## src/rtl/sysbus_arbiter.sv

```systemverilog
// Round-robin arbiter sharing one memory port between two core request ports.
// Optional bus locking is compiled in when the ARB_LOCK_EN macro is defined.
module sysbus_arbiter #(
    parameter int unsigned ADDR_W = 16,
    parameter int unsigned DATA_W = 64
) (
    input  logic              Clock,
    input  logic              nReset,
    input  logic              req0,
    input  logic              req1,
    input  logic              we0,
    input  logic              we1,
    input  logic [ADDR_W-1:0] addr0,
    input  logic [ADDR_W-1:0] addr1,
    input  logic [DATA_W-1:0] wdata0,
    input  logic [DATA_W-1:0] wdata1,
    input  logic              lock0,
    input  logic              lock1,
    output logic              ack0,
    output logic              ack1,
    output logic [DATA_W-1:0] rdata0,
    output logic [DATA_W-1:0] rdata1,
    output logic [1:0]        gnt,
    output logic              mem_req,
    output logic              mem_we,
    output logic [ADDR_W-1:0] mem_addr,
    output logic [DATA_W-1:0] mem_wdata,
    input  logic [DATA_W-1:0] mem_rdata,
    input  logic              mem_ack
);

    typedef enum logic [2:0] {
        IDLE  = 3'd0,
        BUSY0 = 3'd1,
        BUSY1 = 3'd2,
        DONE0 = 3'd3,
        DONE1 = 3'd4
    } state_e;

    state_e state_q;
    logic   last_q;
    logic   elig0_c;
    logic   elig1_c;
    logic   pick0_c;
    logic   pick1_c;

`ifdef ARB_LOCK_EN
    logic lock_vld_q;
    logic lock_id_q;
    logic owner_lock_c;
    logic hold_c;

    // A recorded owner that still asserts its lock blocks the other core.
    always_comb begin
        owner_lock_c = lock_id_q ? lock1 : lock0;
        hold_c       = lock_vld_q && owner_lock_c;
    end
`else
    logic unused_lock_c;
    assign unused_lock_c = lock0 ^ lock1;
`endif

    // Eligibility and round-robin tie break; last_q names the core served last.
    always_comb begin
        elig0_c = req0;
        elig1_c = req1;
`ifdef ARB_LOCK_EN
        if (hold_c) begin
            if (lock_id_q) begin
                elig0_c = 1'b0;
            end else begin
                elig1_c = 1'b0;
            end
        end
`endif
        if (elig0_c && elig1_c) begin
            pick0_c = last_q;
            pick1_c = !last_q;
        end else begin
            pick0_c = elig0_c;
            pick1_c = elig1_c;
        end
    end

    always_ff @(posedge Clock) begin
        if (!nReset) begin
            state_q   <= IDLE;
            last_q    <= 1'b1;
            gnt       <= 2'b00;
            mem_req   <= 1'b0;
            mem_we    <= 1'b0;
            mem_addr  <= '0;
            mem_wdata <= '0;
            ack0      <= 1'b0;
            ack1      <= 1'b0;
            rdata0    <= '0;
            rdata1    <= '0;
`ifdef ARB_LOCK_EN
            lock_vld_q <= 1'b0;
            lock_id_q  <= 1'b0;
`endif
        end else begin
            case (state_q)
                IDLE: begin
`ifdef ARB_LOCK_EN
                    // Release a stale lock first; a fresh locked grant re-records it.
                    if (lock_vld_q && !owner_lock_c) begin
                        lock_vld_q <= 1'b0;
                    end
                    if (pick0_c && lock0) begin
                        lock_vld_q <= 1'b1;
                        lock_id_q  <= 1'b0;
                    end else if (pick1_c && lock1) begin
                        lock_vld_q <= 1'b1;
                        lock_id_q  <= 1'b1;
                    end
`endif
                    if (pick0_c) begin
                        state_q   <= BUSY0;
                        gnt       <= 2'b01;
                        mem_req   <= 1'b1;
                        mem_we    <= we0;
                        mem_addr  <= addr0;
                        mem_wdata <= wdata0;
                    end else if (pick1_c) begin
                        state_q   <= BUSY1;
                        gnt       <= 2'b10;
                        mem_req   <= 1'b1;
                        mem_we    <= we1;
                        mem_addr  <= addr1;
                        mem_wdata <= wdata1;
                    end
                end
                BUSY0: begin
                    if (mem_ack) begin
                        mem_req <= 1'b0;
                        ack0    <= 1'b1;
                        last_q  <= 1'b0;
                        state_q <= DONE0;
                        if (!mem_we) begin
                            rdata0 <= mem_rdata;
                        end
                    end
                end
                BUSY1: begin
                    if (mem_ack) begin
                        mem_req <= 1'b0;
                        ack1    <= 1'b1;
                        last_q  <= 1'b1;
                        state_q <= DONE1;
                        if (!mem_we) begin
                            rdata1 <= mem_rdata;
                        end
                    end
                end
                DONE0: begin
                    ack0    <= 1'b0;
                    gnt     <= 2'b00;
                    state_q <= IDLE;
                end
                DONE1: begin
                    ack1    <= 1'b0;
                    gnt     <= 2'b00;
                    state_q <= IDLE;
                end
                default: begin
                    state_q <= IDLE;
                end
            endcase
        end
    end

endmodule

```

## config.mk

```make
export PLATFORM = sky130hd
export DESIGN_NAME = sysbus_arbiter
export DESIGN_NICKNAME = d
export VERILOG_FILES = /design/src/rtl/sysbus_arbiter.sv
export SDC_FILE = /design/constraint.sdc
export NUM_CORES = 1
export LEC_CHECK = 0
export ABC_AREA = 0
export BUFFER_PORTS_ARGS = -buffer_cell sky130_fd_sc_hd__buf_2
export CORE_AREA = 2 2 175 177
export DETAILED_ROUTE_END_ITERATION = 16
export DIE_AREA = 0 0 177 179
export PLACE_DENSITY = 0.61
export SLEW_MARGIN = 20
export SYNTH_ARGS = -nofsm -noshare
export SYNTH_HDL_FRONTEND = slang
export SYNTH_SLANG_ARGS = --single-unit
export TNS_END_PERCENT = 30
```

## constraint.sdc

```tcl
create_clock -name Clock -period 2.3 [get_ports Clock]
set_input_delay 0.46 -clock Clock [delete_from_list [all_inputs] [get_ports Clock]]
set_output_delay 0.46 -clock Clock [all_outputs]
set_load 0.005 [all_outputs]
```

### Word level (Yosys, flattened, before mapping)

Index checks and enable logic that the tools add are counted.

| storage, ports and cells | value |
|---|---|
| memory bits (writable) | 0 |
| memories | 0 |
| bits in read-only memories | 0 |
| latch bits | 0 |
| flip-flop bits (word level) | 218 |
| input port bits | 233 |

| operators by class | value |
|---|---|
| add/sub/neg operators | 0 |
| $mul | 0 |
| shift operators | 0 |
| equality and inequality tests | 8 |
| order comparisons | 0 |
| bitwise logic cells | 1 |
| reduce and logical (&&, ||, !) cells | 20 |
| muxes and demuxes | 24 |
| divide/modulo/power cells | 0 |

Operators by type and width:

| cell | number |
|---|---|
| 2-to-1 mux 64 bit | 2 |
| 2-to-1 mux 16 bit | 2 |
| AND reduction 3 bit | 5 |
| 2-to-1 mux 3 bit | 4 |
| nonzero test 2 bit | 6 |
| one-hot mux 3 bit (3 select lines) | 1 |
| 2-to-1 mux 1 bit | 8 |
| one-hot mux 1 bit (2 select lines) | 4 |
| AND reduction 2 bit | 4 |
| == test 3 x 2 -> 1 bit (second input constant) | 2 |
| 2-to-1 mux 2 bit | 2 |
| inequality test 2 bit (second input constant) | 2 |
| one-hot mux 2 bit (2 select lines) | 1 |
| OR reduction 2 bit | 2 |
| == test 3 x 1 -> 1 bit (second input constant) | 1 |
| == test 3 bit (second input constant) | 1 |
| zero test 3 bit | 1 |
| inequality test 3 bit (second input constant) | 1 |
| inequality test 2 x 1 -> 1 bit (second input constant) | 1 |
| logical AND 1 bit | 1 |
| zero test 1 bit | 1 |
| inverter 1 bit | 1 |

### Logic depth before layout (Yosys ltp)

Gate-level depths: netlist of the first run.

| logic depth | value |
|---|---|
| word-level depth | 5 |
| mapped depth | 6 |
| mapped depth without buffers | 3 |

### Worst setup path after synthesis of the first run

No wires, ideal clock.

| timing | value |
|---|---|
| kind | input -> register |
| from | in req1 |
| to | reg mem_addr[0] |
| arrival time | 1.434 ns |
| buffers on the path | 2 |
| library setup time | 0.119 ns |
| stages | 5 |
| setup slack | 0.748 ns |
| cells stage by stage | nor2b_1 -> buf_2 -> clkbuf_1 -> o32a_1 -> o221a_2 |

| between the ends | value |
|---|---|
| word-level cells in the longest chain between the ends | 4 |
| elaborated cells between the ends (all ways) | 6 |
| classes of those cells | mux: 3; reduce/logical: 3 |

Ends and longest elaborated chain:

| item | RTL line | source |
|---|---|---|
| from (decl) | 10 | `input logic req1,` |
| logical AND 1 bit | 76 | `if (elig0_c && elig1_c) begin` |
| 2-to-1 mux 1 bit | 76 |  |
| nonzero test 2 bit (no source line) | - |  |
| AND reduction 2 bit (no source line) | - |  |
| to (signal assigned) | 123 | `mem_addr <= addr0;` |
| to (signal assigned) | 130 | `mem_addr <= addr1;` |
| to (decl) | 26 | `output logic [ADDR_W-1:0] mem_addr,` |

Several ways; a longest one is shown, not always the timed one.
A chain may end at the register's enable or synchronous reset.

### Worst setup path after layout of the first run

| timing | value |
|---|---|
| from | reg state_q[2] |
| to | reg mem_addr[8] |

| between the ends | value |
|---|---|
| word-level cells in the longest chain between the ends | 2 |

Ends and longest elaborated chain:

| item | RTL line | source |
|---|---|---|
| from (decl) | 40 | `state_e state_q;` |
| from (signal assigned) | 87 | `state_q <= IDLE;` |
| from (signal assigned) | 119 | `state_q <= BUSY0;` |
| from (signal assigned) | 126 | `state_q <= BUSY1;` |
| zero test 3 bit | 103 | `case (state_q)` |
| AND reduction 2 bit (no source line) | - |  |

Every way passes these cells.

==> flow_metrics.tcl, run 1 <==
set metrics [dict create \
    synthTopCellsByArea "dfxtp_1, o221a_2, o32a_1" \
    ys_ff_latch 218 \
    power-per-cell-area_nw_per_um2 806 \
    route.detailed.vias_per_inst 5.35 \
    synth_area_um2 9190 \
    synth_cells 934 \
    dieHeight_um 179 \
    worst_clock_skew_ns 0.00800 \
    busiest_layer "met2" \
    cts_sinks 218 \
    cts-resized-gates 0 \
    ys.flop_type "dfxtp_1" \
    async_reset_ff_frac 0 \
    status "completed" \
    ys_warn_count 0 \
    synth.top_cell.area_share 0.475 \
    reg2reg_depth 4 \
    grt_pass1_vias 8733 \
    grt.overflow.total 0 \
    cts_max_level 1 \
    reg2reg_slack_ns 0.41 \
    period_share 0.824 \
    clockBufferDepth 3 \
    fin_area_um2 12700 \
    cts_tree "built" \
    switching_share 0.282 \
    crit_required_ns 2.75 \
    dpl-instance-area_um2 11900 \
    synth_edf_count 0 \
    drv_slew 0 \
    crit_path_end_kind "flip-flop" \
    synth_most_common_cell "dfxtp_1" \
    path_max_fanout 17 \
    reg2reg_from "state_q[2]" \
    gp_congestion 0.821 \
    cts_root_buffer "clkbuf_16" \
    postCtsSetupBuffers 0 \
    peakVddDrop_mv 0.422 \
    synthTopCellsByCount "dfxtp_1, o21ai_0, nand3_1" \
    use_met3 0.0638 \
    vias 9335 \
    row_count 64 \
    avgRoutedWirePerCell_um 19.4 \
    drive_above_1_share 0.458 \
    leakage_nw 5.48 \
    p_int_w 0.00735 \
    timing.fmax_mhz 528 \
    relSlewSlack 0.552 \
    cp-endpoint "mem_addr[8]" \
    hold_class "primary input to flip-flop" \
    power_frac_seq 0.418 \
    ys_types 29 \
    portBuffers 444 \
    grt_pass1_wl_um 50700 \
    r2r_end "mem_addr[8]" \
    die_x_um 177 \
    ant_nets 0 \
    postSynthAreaPerCell_um2 9.84 \
    track_usage 0.199 \
    yosysSeqAreaShare 0.475 \
    power_frac_comb 0.209 \
    grtUsageMet1 0.255 \
    cp-startpoint "state_q[2]" \
    grt_max_degree 90 \
    io_pins 447 \
    hold_viol 0 \
    drtIter0Drc 478 \
    drc_errors 0 \
    syn_nets 1167 \
    worst-setup-path-type "flip-flop to flip-flop" \
    tns_ns 0 \
    synthToLayoutAreaGrowth_pct 38.1 \
    dr.pass1.iters 5 \
    coreArea_um2 30000 \
    final_nets 1560 \
    crit_arrival_ns 2.35 \
    cp-start-kind "flip-flop" \
    numCtsBuffers 25 \
    synth_top_cell_by_area "dfxtp_1" \
    antenna_found_initial 10 \
    total_power_w 0.0102 \
    drt-total-wl_um 34000 \
    switching_power_w 0.00289 \
    pwr-share-clk 0.373 \
    met2_usage 0.312 \
    path_clk_slew_ns 0.06 \
    holdBufCountCts 0 \
    min_period_ns 1.89 \
    rsz0062_at_grt "false" \
    tightest_slew_ns 0.672 \
    start_util 0.306 \
    setup_viol 0 \
    maxCapViolCount 0 \
    clock_latency_ns 0.51 \
    post-dp-hpwl_um 23300 \
    dieArea_um2 31700 \
    num-fill-cells 3048 \
]
cells in the final DEF (no fill, tap or decap), types with 2 or more instances in the layout:
cell type,Yosys,layout
a21boi_0,101,101
a21boi_1,28,28
a21oi_1,5,5
and3b_1,2,2
buf_12,0,13
buf_2,38,443
buf_4,3,36
clkbuf_1,79,7
clkbuf_16,0,25
clkbuf_8,0,5
clkinv_2,0,3
dfxtp_1,218,218
diode_2,0,8
nand2_1,2,2
nand2b_2,0,2
nand3_1,129,129
nor2_1,3,3
nor2b_1,5,2
nor2b_4,0,3
o211a_1,2,2
o21ai_0,133,133
o21bai_1,2,2
o221a_1,7,7
o221a_2,74,74
o32a_1,81,81
or3b_2,2,2
kinds of logic (layout without fill, tap and decap cells):
family          after synthesis  count (layout)  share of synthesized area
buf+inv                     129             537                     0.0640
compound gates              434             434                      0.373
simple gates                153             153                     0.0885
other cells                   0               8                          0
flops                       218             218                      0.475
critical path, stage by stage, from the launching register on:
cell	delay [ns]
dfxtp_1	0.38
or3_2	0.62
nor2_8	0.34
buf_4	0.28
o221a_2	0.21
how the worst min path moves through the flow:
stage	cells after the start	slack, ns	startpoint	end
4_1_cts	3	0.18	mem_rdata[41]	rdata1[41]
3_3_place_gp	2	0.46	rdata1[59]	rdata1[59]
2_1_floorplan	2	0.47	gnt[0]	gnt[0]
6_report	3	0.21	mem_rdata[28]	rdata0[28]
5_1_grt	3	0.19	mem_rdata[26]	rdata1[26]
3_5_place_dp	2	0.46	rdata1[57]	rdata1[57]
sequential cells by signal, indices dropped and copies added (netlist names), 2 cells and up:
register   count
state_q        3
mem_addr      16
rdata0        64
rdata1        64
mem_wdata     64
gnt            2
power groups by stage:
stage | sequential (W) | clock, W | combinational, W
2_1_floorplan | 0.00437 | 0 | 0.00113
3_3_place_gp | 0.00434 | 0 | 0.00212
3_5_place_dp | 0.00435 | 0 | 0.00214
4_1_cts | 0.00428 | 0.00393 | 0.00214
5_1_grt | 0.00431 | 0.00408 | 0.00232
6_report | 0.00428 | 0.00382 | 0.00214
routing by layer:
metal	vias up	share of wire	routed length, um
met5	-	0.00038	13
met4	2	0.024	819
met3	46	0.099	3370
met2	377	0.46	15500
met1	4496	0.42	14200
li1	4414	-	-
final cells by class:
| type | instances | area [um^2] | share of cell area |
|---|---|---|---|
| clock buffer | 37 | 721 | 0.0568 |
| sequential | 218 | 4360 | 0.344 |
| timing repair buffer | 493 | 2760 | 0.217 |
| clock inverter | 5 | 52.6 | 0.00414 |
| multi-input combinational | 587 | 4280 | 0.337 |
| antenna | 8 | 20.0 | 0.00158 |
| tap | 396 | 495 | 0.0390 |
| inverter | 2 | 7.51 | 0.000591 |
metrics by stage:
| step | instances | hold slack (ns) | worst slack, ns | util |
|---|---|---|---|---|
| 6_report | 1746 | 0.210 | 0.406 | 0.423 |
| 5_1_grt | 1745 | 0.194 | 0.337 | 0.423 |
| 4_1_cts | 1738 | 0.181 | 0.417 | 0.422 |
| 3_5_place_dp | 1696 | 0.462 | 0.373 | 0.396 |
| 3_3_place_gp | 1696 | 0.456 | 0.415 | 0.396 |
| 2_1_floorplan | 934 | 0.468 | 0.748 | - |
(Power assumes the default switching activity.)
==> run 2: changes to the inputs <==
- CORE_AREA: 2 2 175 177 -> 2 2 172 174
- DIE_AREA: 0 0 177 179 -> 0 0 174 176
- PLACE_DENSITY: 0.61 -> 0.63
- clock period: 2.3 -> 1.9 ns (I/O delays scaled with it)
==> run 2 against run 1 <==
Compared with the run above: count of clock-buffer cells in the layout grew 1; setup slack lost 0.28 ns; cell area is essentially flat; sequential power grew 21%; worst hold slack lost 0.090 ns; first-iteration DRC count shrank 3.8%; routed wire length shrank 2.5%; highest routed layer is now met4; sequential share of layout area is essentially flat; die area shrank 3.3%.
==> flow_metrics.tcl, run 2 (synthesized netlist as in run 1, its figures left out) <==
set metrics [dict create \
    status "completed" \
    io_pins 447 \
    avgRoutedWirePerCell_um 19.2 \
    synthToLayoutAreaGrowth_pct 38.2 \
    grt_pass1_wl_um 51200 \
    dieHeight_um 176 \
    cts_root_buffer "clkbuf_16" \
    worst-setup-path-type "flip-flop to flip-flop" \
    route.detailed.vias_per_inst 5.41 \
    switching_power_w 0.00346 \
    numCtsBuffers 24 \
    drtIter0Drc 460 \
    switching_share 0.276 \
    drc_errors 0 \
    peakVddDrop_mv 0.523 \
    path_max_fanout 68 \
    cp_top_family "simple AND/OR/NAND/NOR gates" \
    crit_arrival_ns 2.18 \
    start_util 0.322 \
    final_common_cell "buf_2" \
    hold_class "primary input to flip-flop" \
    timing.fmax_mhz 562 \
    final_nets 1553 \
    slowest_stage "or3_2" \
    multiInputGateArea_um2 4280 \
    portBuffers 444 \
    track_usage 0.206 \
    cp-start-kind "flip-flop" \
    hold_viol 0 \
    row_count 62 \
    postCtsSetupBuffers 0 \
    cts_tree "built" \
    gp_congestion 0.827 \
    relSlewSlack 0.492 \
    holdBufCountCts 0 \
    power-per-cell-area_nw_per_um2 987 \
    leakage_nw 5.48 \
    path_clk_slew_ns 0.06 \
    coreArea_um2 28500 \
    clockBufferDepth 3 \
    min_period_ns 1.78 \
    maxCapViolCount 0 \
    drt-total-wl_um 33100 \
    worst_clock_skew_ns 0.00778 \
    power_frac_seq 0.412 \
    critical_path_buf_inv_count 1 \
    die_x_um 174 \
    cpPeakStageDelay_ns 0.58 \
    grt_pass1_vias 9033 \
    post-dp-hpwl_um 23000 \
    cts_max_level 1 \
    final_cell_mix "buf_2, dfxtp_1, o21ai_0" \
    ff_latch_area_um2 4360 \
    clock_latency_ns 0.52 \
    crit_required_ns 2.30 \
    grt_max_degree 70 \
    rsz0062_at_grt "false" \
    antenna_found_initial 4 \
    setup_viol 0 \
    fin_util 0.445 \
    crit_path_end_kind "flip-flop" \
    cts-resized-gates 0 \
    vias 9330 \
    largestRegisters "mem_wdata: 64 flops, rdata0: 64 flops, rdata1: 64 flops" \
    dr.pass1.iters 5 \
    grt.overflow.total 0 \
    tightest_slew_ns 0.762 \
    crit_chain "or3_2 > buf_4 > o221a_2" \
    ant_nets 0 \
    p_int_w 0.00908 \
    power_frac_comb 0.204 \
    tns_ns 0 \
    period_share 0.936 \
    cts_sinks 218 \
    pwr-share-clk 0.384 \
    drv_slew 0 \
    drive_above_1_share 0.457 \
    num-fill-cells 2806 \
    dieArea_um2 30600 \
]
## run 2: cell types whose count changed in the layout (fill, tap and decap cells not counted), sizes merged
cell,previous run,this run
buf,493,487
clkinvlp,1,0
clkinv,3,2
bufinv,1,2
clkbuf,37,38
diode,8,4
## run 2: path summary, 6_finish.rpt
kind | start | slack (ns) | cells past startpoint | end
max reg2reg | state_q[2] | 0.12 | 3 | mem_wdata[16]
max | state_q[2] | 0.12 | 3 | mem_wdata[16]
min reg2reg | rdata1[62] | 0.47 | 2 | rdata1[62]
min | mem_rdata[62] | 0.12 | 3 | rdata1[62]
## run 2: cell type report
class | count | area share
Antenna cell | 4 | 0.000788
Tap cell | 384 | 0.0378
Inverter | 2 | 0.000591
Sequential cell | 218 | 0.344
Timing Repair Buffer | 487 | 0.217
Clock inverter | 4 | 0.00552
Multi-Input combinational cell | 587 | 0.337
Clock buffer | 38 | 0.0586
## run 2: tightest hold or removal path, cell delays in order
cell and delay, ns:
buf_2 0.10, nand3_1 0.06, a21boi_1 0.05
## run 2: stage by stage
stage / area [um^2] / std cells / hold WS, ns / total power (W) / setup WS, ns
2_1_floorplan: 9190 / 934 / 0.468 / 0.00666 / 0.421
3_3_place_gp: 11900 / 1678 / 0.457 / 0.00780 / 0.184
3_5_place_dp: 11900 / 1678 / 0.462 / 0.00782 / 0.169
4_1_cts: 12700 / 1720 / 0.101 / 0.0127 / 0.149
5_1_grt: 12700 / 1722 / 0.110 / 0.0131 / 0.0732
6_report: 12700 / 1724 / 0.119 / 0.0125 / 0.122
## run 2: power by group through the flow
stage | clock network [W] | registers, W | logic [W]
floorplan | 0 | 0.00529 | 0.00137
global placement | 0 | 0.00525 | 0.00255
detailed placement | 0 | 0.00526 | 0.00257
CTS | 0.00492 | 0.00517 | 0.00257
global route | 0.00512 | 0.00522 | 0.00278
finish | 0.00481 | 0.00517 | 0.00256
## run 2: layer usage
layer | global-route usage | vias to the layer above | share of wire
li1 | - | 4396 | -
met1 | 0.254 | 4475 | 0.41
met2 | 0.350 | 407 | 0.47
met3 | 0.0616 | 52 | 0.097
met4 | 0.0543 | 0 | 0.022
met5 | 0 | - | 0
